**src/rtl/vid_yuv2rgb.sv**
```systemverilog
// Purpose: YUV (8-bit luma, 4-bit chroma) to 8-bit RGB conversion with sync/blank alignment.
// Latency: 3 CE-high clock edges from input sample to R/G/B and *_O; one pixel per CE.
// Backpressure: none; CE low freezes every pipeline register. Optional macro VID_YUV2RGB_BLANK_EN forces black during blanking.
module vid_yuv2rgb (
  input  logic       CLK,
  input  logic       RESn,
  input  logic       CE,
  input  logic [7:0] Y,
  input  logic [3:0] U,
  input  logic [3:0] V,
  input  logic       HS,
  input  logic       VS,
  input  logic       HBL,
  input  logic       VBL,
  output logic [7:0] R,
  output logic [7:0] G,
  output logic [7:0] B,
  output logic       HS_O,
  output logic       VS_O,
  output logic       HBL_O,
  output logic       VBL_O
);

  // Sync/blank bundle order: {HS, VS, HBL, VBL}
  localparam int SB_HBL = 1;
  localparam int SB_VBL = 0;

  // Stage 1 registers
  logic        [7:0]  y1_q;
  logic signed [8:0]  u1_q, v1_q;
  logic        [3:0]  sb1_q;
  logic signed [8:0]  u1_d, v1_d;

  // Stage 2 registers
  logic        [7:0]  y2_q;
  logic signed [18:0] dr2_q, dg2_q, db2_q;
  logic        [3:0]  sb2_q;
  logic signed [18:0] dr2_d, dg2_d, db2_d;

  // Stage 3 registers
  logic        [7:0]  r3_q, g3_q, b3_q;
  logic        [3:0]  sb3_q;
  logic        [7:0]  r3_d, g3_d, b3_d;

  // Channel sums carried at full product width so every bit participates in the clamp
  logic signed [18:0] sum_r, sum_g, sum_b;
  logic signed [18:0] u_ext, v_ext;
  logic signed [4:0]  u_ctr, v_ctr;

  // Saturate a signed sum into 0..255
  function automatic logic [7:0] sat8(input logic signed [18:0] s);
    if (s < 19'sd0)
      sat8 = 8'd0;
    else if (s > 19'sd255)
      sat8 = 8'hFF;
    else
      sat8 = s[7:0];
  endfunction

  // Chroma re-centred around zero and scaled by 16 (range -128..112)
  always_comb begin
    u_ctr = $signed({1'b0, U}) - 5'sd8;
    v_ctr = $signed({1'b0, V}) - 5'sd8;
    u1_d  = {u_ctr, 4'b0000};
    v1_d  = {v_ctr, 4'b0000};
  end

  // Stage 1: capture luma, centred chroma and sync/blank
  always_ff @(posedge CLK) begin
    if (!RESn) begin
      y1_q  <= '0;
      u1_q  <= '0;
      v1_q  <= '0;
      sb1_q <= '0;
    end else if (CE) begin
      y1_q  <= Y;
      u1_q  <= u1_d;
      v1_q  <= v1_d;
      sb1_q <= {HS, VS, HBL, VBL};
    end
  end

  // Colour-difference products; magnitudes stay well inside 19 bits
  always_comb begin
    u_ext = {{10{u1_q[8]}}, u1_q};
    v_ext = {{10{v1_q[8]}}, v1_q};
    dr2_d = v_ext * 19'sd359;
    dg2_d = -(u_ext * 19'sd88) - (v_ext * 19'sd183);
    db2_d = u_ext * 19'sd454;
  end

  // Stage 2: capture luma and per-channel offsets
  always_ff @(posedge CLK) begin
    if (!RESn) begin
      y2_q  <= '0;
      dr2_q <= '0;
      dg2_q <= '0;
      db2_q <= '0;
      sb2_q <= '0;
    end else if (CE) begin
      y2_q  <= y1_q;
      dr2_q <= dr2_d;
      dg2_q <= dg2_d;
      db2_q <= db2_d;
      sb2_q <= sb1_q;
    end
  end

  // Luma plus floored offset (arithmetic shift), then clamp; optional black during blanking
  always_comb begin
    sum_r = $signed({11'b0, y2_q}) + (dr2_q >>> 8);
    sum_g = $signed({11'b0, y2_q}) + (dg2_q >>> 8);
    sum_b = $signed({11'b0, y2_q}) + (db2_q >>> 8);
    r3_d  = sat8(sum_r);
    g3_d  = sat8(sum_g);
    b3_d  = sat8(sum_b);
`ifdef VID_YUV2RGB_BLANK_EN
    if (sb2_q[SB_HBL] || sb2_q[SB_VBL]) begin
      r3_d = 8'd0;
      g3_d = 8'd0;
      b3_d = 8'd0;
    end
`endif
  end

  // Stage 3: registered outputs
  always_ff @(posedge CLK) begin
    if (!RESn) begin
      r3_q  <= '0;
      g3_q  <= '0;
      b3_q  <= '0;
      sb3_q <= '0;
    end else if (CE) begin
      r3_q  <= r3_d;
      g3_q  <= g3_d;
      b3_q  <= b3_d;
      sb3_q <= sb2_q;
    end
  end

  assign R     = r3_q;
  assign G     = g3_q;
  assign B     = b3_q;
  assign HS_O  = sb3_q[3];
  assign VS_O  = sb3_q[2];
  assign HBL_O = sb3_q[SB_HBL];
  assign VBL_O = sb3_q[SB_VBL];

endmodule

```
**config.mk**
```make
export PLATFORM = sky130hd
export DESIGN_NAME = vid_yuv2rgb
export DESIGN_NICKNAME = d
export VERILOG_FILES = /design/src/rtl/vid_yuv2rgb.sv
export SDC_FILE = /design/constraint.sdc
export NUM_CORES = 1
export LEC_CHECK = 0
export ABC_CLOCK_PERIOD_IN_PS = 13090
export CORE_MARGIN = 2
export CORE_UTILIZATION = 55
export DETAILED_ROUTE_END_ITERATION = 16
export PLACE_DENSITY_LB_ADDON = 0.15
export SYNTH_ARGS = -nofsm -noshare
export SYNTH_HDL_FRONTEND = slang
export SYNTH_SLANG_ARGS = --single-unit
```
**constraint.sdc**
```tcl
create_clock -name CLK -period 13.09 [get_ports CLK]
set_input_delay 2.618 -clock CLK [delete_from_list [all_inputs] [get_ports CLK]]
set_output_delay 2.618 -clock CLK [all_outputs]
set_load 0.01 [all_outputs]
```
==> impl_results.md <==
- Fin cells: 1,037
- Die height: 118 um
- Setup slack on the worst flop-to-flop path: 7.59 ns
- R2R depth: 21
- Max VDD drop: 0.117 mV
- Sw Share: 36.8%
- Clock Power Share: 25.7%
- Port bufs: 50
- RSZ-0062 raised after global routing: no
- Final GP Congestion: 0.878
- F_max: 182 MHz
- FF+latch count, synth: 93
- FP Rows: 41
- Pin count of the biggest net entering global routing: 70
- Synthesized area: 7150 um^2
- Syn avg cell area: 8.66 um^2
- Initial drt markers: 350
- Vias: 5,990
- Final Skew: 0.00679 ns
- R2R Path End: dg2_q[18]
- Synth-to-layout area growth: 12.8%
- CTS Buffer Depth: 2
- Crit path arrival time: 5.76 ns
- Number of flops mapped to enable cells by yosys: 0
- Cells after DPL: 1,022
- Footprint of the multi-input gates: 4960 um^2
- Setup crit start kind: flip-flop
- DRC violations left: 0
- Ports: 51
- Final Hold Viols: 0
- Via density: 5.78
- Total global-route track usage: 24.0%
- Post-synthesis async set-or-reset flop share: 0%
- Vias in the first global route: 5,630
- Final critical-path required period: 5.50 ns
- First-pass GRT wire length: 27,500 um
- Setup crit end kind: flip-flop
- # diodes: 0
- Layout fillers: 1,142
- Critical path launch point: v1_q[7]
- Layout Nets: 1,009
- Yosys warns: 0
- Gr ovfl total: 0
- Type of the worst setup path: reg2reg
- Critical path endpoint: dg2_q[18]
- Hold slack final: 0.490 ns
- Initial core utilization: 56.4%
- Root Buffer Master: clkbuf_16
- Final Cycle Share: 42.0%
- Slew @ Worst Pin: 0.830 ns
- Cell area power density: 121 nW/um^2
- Clk Latency, worst-skew pair: 0.35 ns
- Max-cap violation count: 0
- Clk slew on worst S/H paths: 0.07 ns
- Seq pwr share: 34.6%
- Reg2reg start: v1_q[7]
- Post-Syn Instances: 826
- TritonRoute pass-1 iters: 5
- Post_cts resized: 0
- Pleak: 0.00376 uW
- Core area: 12,700 um^2
- Dpl ws: 7.63 ns
- Num CTS Buffers: 9
- Final setup TNS: 0 ns
- Sequential-to-total area share from yosys stat: 26.0%
- Synth Flop Type: dfxtp_1
- Final core occ: 63.6%
- Commonest non-fill, non-tap cell in the layout: ha_1
- Net Count, Synth: 974
- Die W: 118 um
- ANT nets after route: 0
- Initial antenna violation count: 0
- Post-CTS Setup Bufs: 0
- Register cell area after layout: 1860 um^2
- Clock Sinks: 93
- Hold_buf cts: 0
- Routed Wire Length: 16,200 um
- Final setup fails: 0
- Final worst slack: 7.59 ns
- Min-Delay Path Class: reg2reg
- Worst Path Required: 13.35 ns
- Status: completed
- Netlist cell types: 64
- Int Pwr: 617 uW
- CTS tree: built
- DP HPWL: 12,300 um
- Commonest non-fill, non-tap cells in the layout: 114 x ha_1, 93 x dfxtp_1, 90 x nor2_1, 56 x inv_1, 56 x a21oi_1
- Max Fanout on Critical Path: 8
- H-tree levels: 3
- Final Max Tran Viols: 0
- Sw Pwr: 359 uW
- Comb pwr share: 39.7%
- Die Area: 13,900 um^2
- WL/cell: 15.6 um
- Share of cells above drive strength 1: 3.47%
- Rel. slew slack: 44.6%
critical path, cell delays in order (launching register included):
cell and delay [ns]:
dfxtp_1 0.50, inv_1 0.20, ha_1 0.38, ha_1 0.34, fa_1 0.49, ha_1 0.27
ha_1 0.22, a21oi_1 0.19, o21bai_1 0.09, a21oi_1 0.22, o21bai_1 0.09, a21oi_1 0.23
xor2_1 0.18, ha_1 0.25, ha_1 0.36, a21oi_1 0.14, o21ai_0 0.14, or4_1 0.41
o22ai_1 0.20, o21ai_0 0.15, xor2_1 0.16, a211oi_1 0.22
final cells by class:
type,count,share of cell area [%]
Multi-Input combinational cell,646,61.5
Sequential cell,93,23.1
Timing Repair Buffer,54,6.55
Clock buffer,10,2.96
Tap cell,172,2.67
Inverter,57,2.65
Clock inverter,5,0.543
metrics by stage:
stage               power (uW)  area (um^2)
finish                     976         8060
detailed placement         725         7780
floorplan                  618         7150
global placement           711         7780
CTS                        978         8060
global route              1040         8060
Yosys cell counts, types with 11 or more instances:
cell,instances,share of area [%]
inv_1,56,2.9
fa_1,11,3.1
clkbuf_1,26,1.4
xor2_1,22,2.7
ha_1,114,20
nand3_1,15,1.0
o21ai_0,37,2.6
nor2_1,90,4.7
mux2i_1,47,6.6
a21o_1,12,1.3
xnor2_1,36,4.4
nor2b_1,15,1.3
a21oi_1,56,3.9
nand2_1,46,2.4
dfxtp_1,93,26
how the worst min path moves through the flow:
stage,start,to,cells past startpoint
4_1_cts,db2_q[11],db2_q[11],2
2_1_floorplan,dr2_q[12],dr2_q[12],2
3_3_place_gp,sb2_q[1],sb3_q[1],2
3_5_place_dp,dr2_q[15],dr2_q[15],2
6_report,db2_q[11],db2_q[11],2
5_1_grt,y1_q[7],y1_q[7],2
power groups by stage:
stage	sequential, uW	clock [uW]	combinational [uW]
CTS	338	256	384
detailed placement	344	0	381
finish	338	251	387
global route	342	267	433
floorplan	339	0	278
global placement	342	0	369
state kept, by name (all words and copies together) (netlist names):
| name | count |
|---|---|
| B | 8 |
| G | 8 |
| R | 8 |
| db2_q | 11 |
| dg2_q | 11 |
| dr2_q | 11 |
| sb1_q | 4 |
| sb2_q | 4 |
| sb3_q | 4 |
| u1_q | 4 |
| v1_q | 4 |
| y1_q | 8 |
| y2_q | 8 |
routing by layer:
metal / vias up / global-route usage [%] / share of wire (%)
li1: 3021 / - / -
met1: 2811 / 33.3 / 49
met2: 137 / 38.2 / 45
met3: 21 / 2.62 / 4.1
met4: 0 / 9.26 / 2.3
met5: - / 0 / 0
cell families (layout without fill, tap and decap cells):
| family | count (synthesis) | in the layout | share of synthesized area (%) |
|---|---|---|---|
| XOR/XNOR | 58 | 58 | 7.10 |
| AND/OR/NAND/NOR | 216 | 216 | 14.0 |
| multiplexers | 47 | 47 | 6.58 |
| AO/OA/AOI/OAI | 198 | 198 | 18.4 |
| flip-flops | 93 | 93 | 26.0 |
| adder cells (fa/ha/maj) | 127 | 127 | 23.3 |
| buffers and inverters | 87 | 126 | 4.58 |
(Power assumes the default switching activity.)
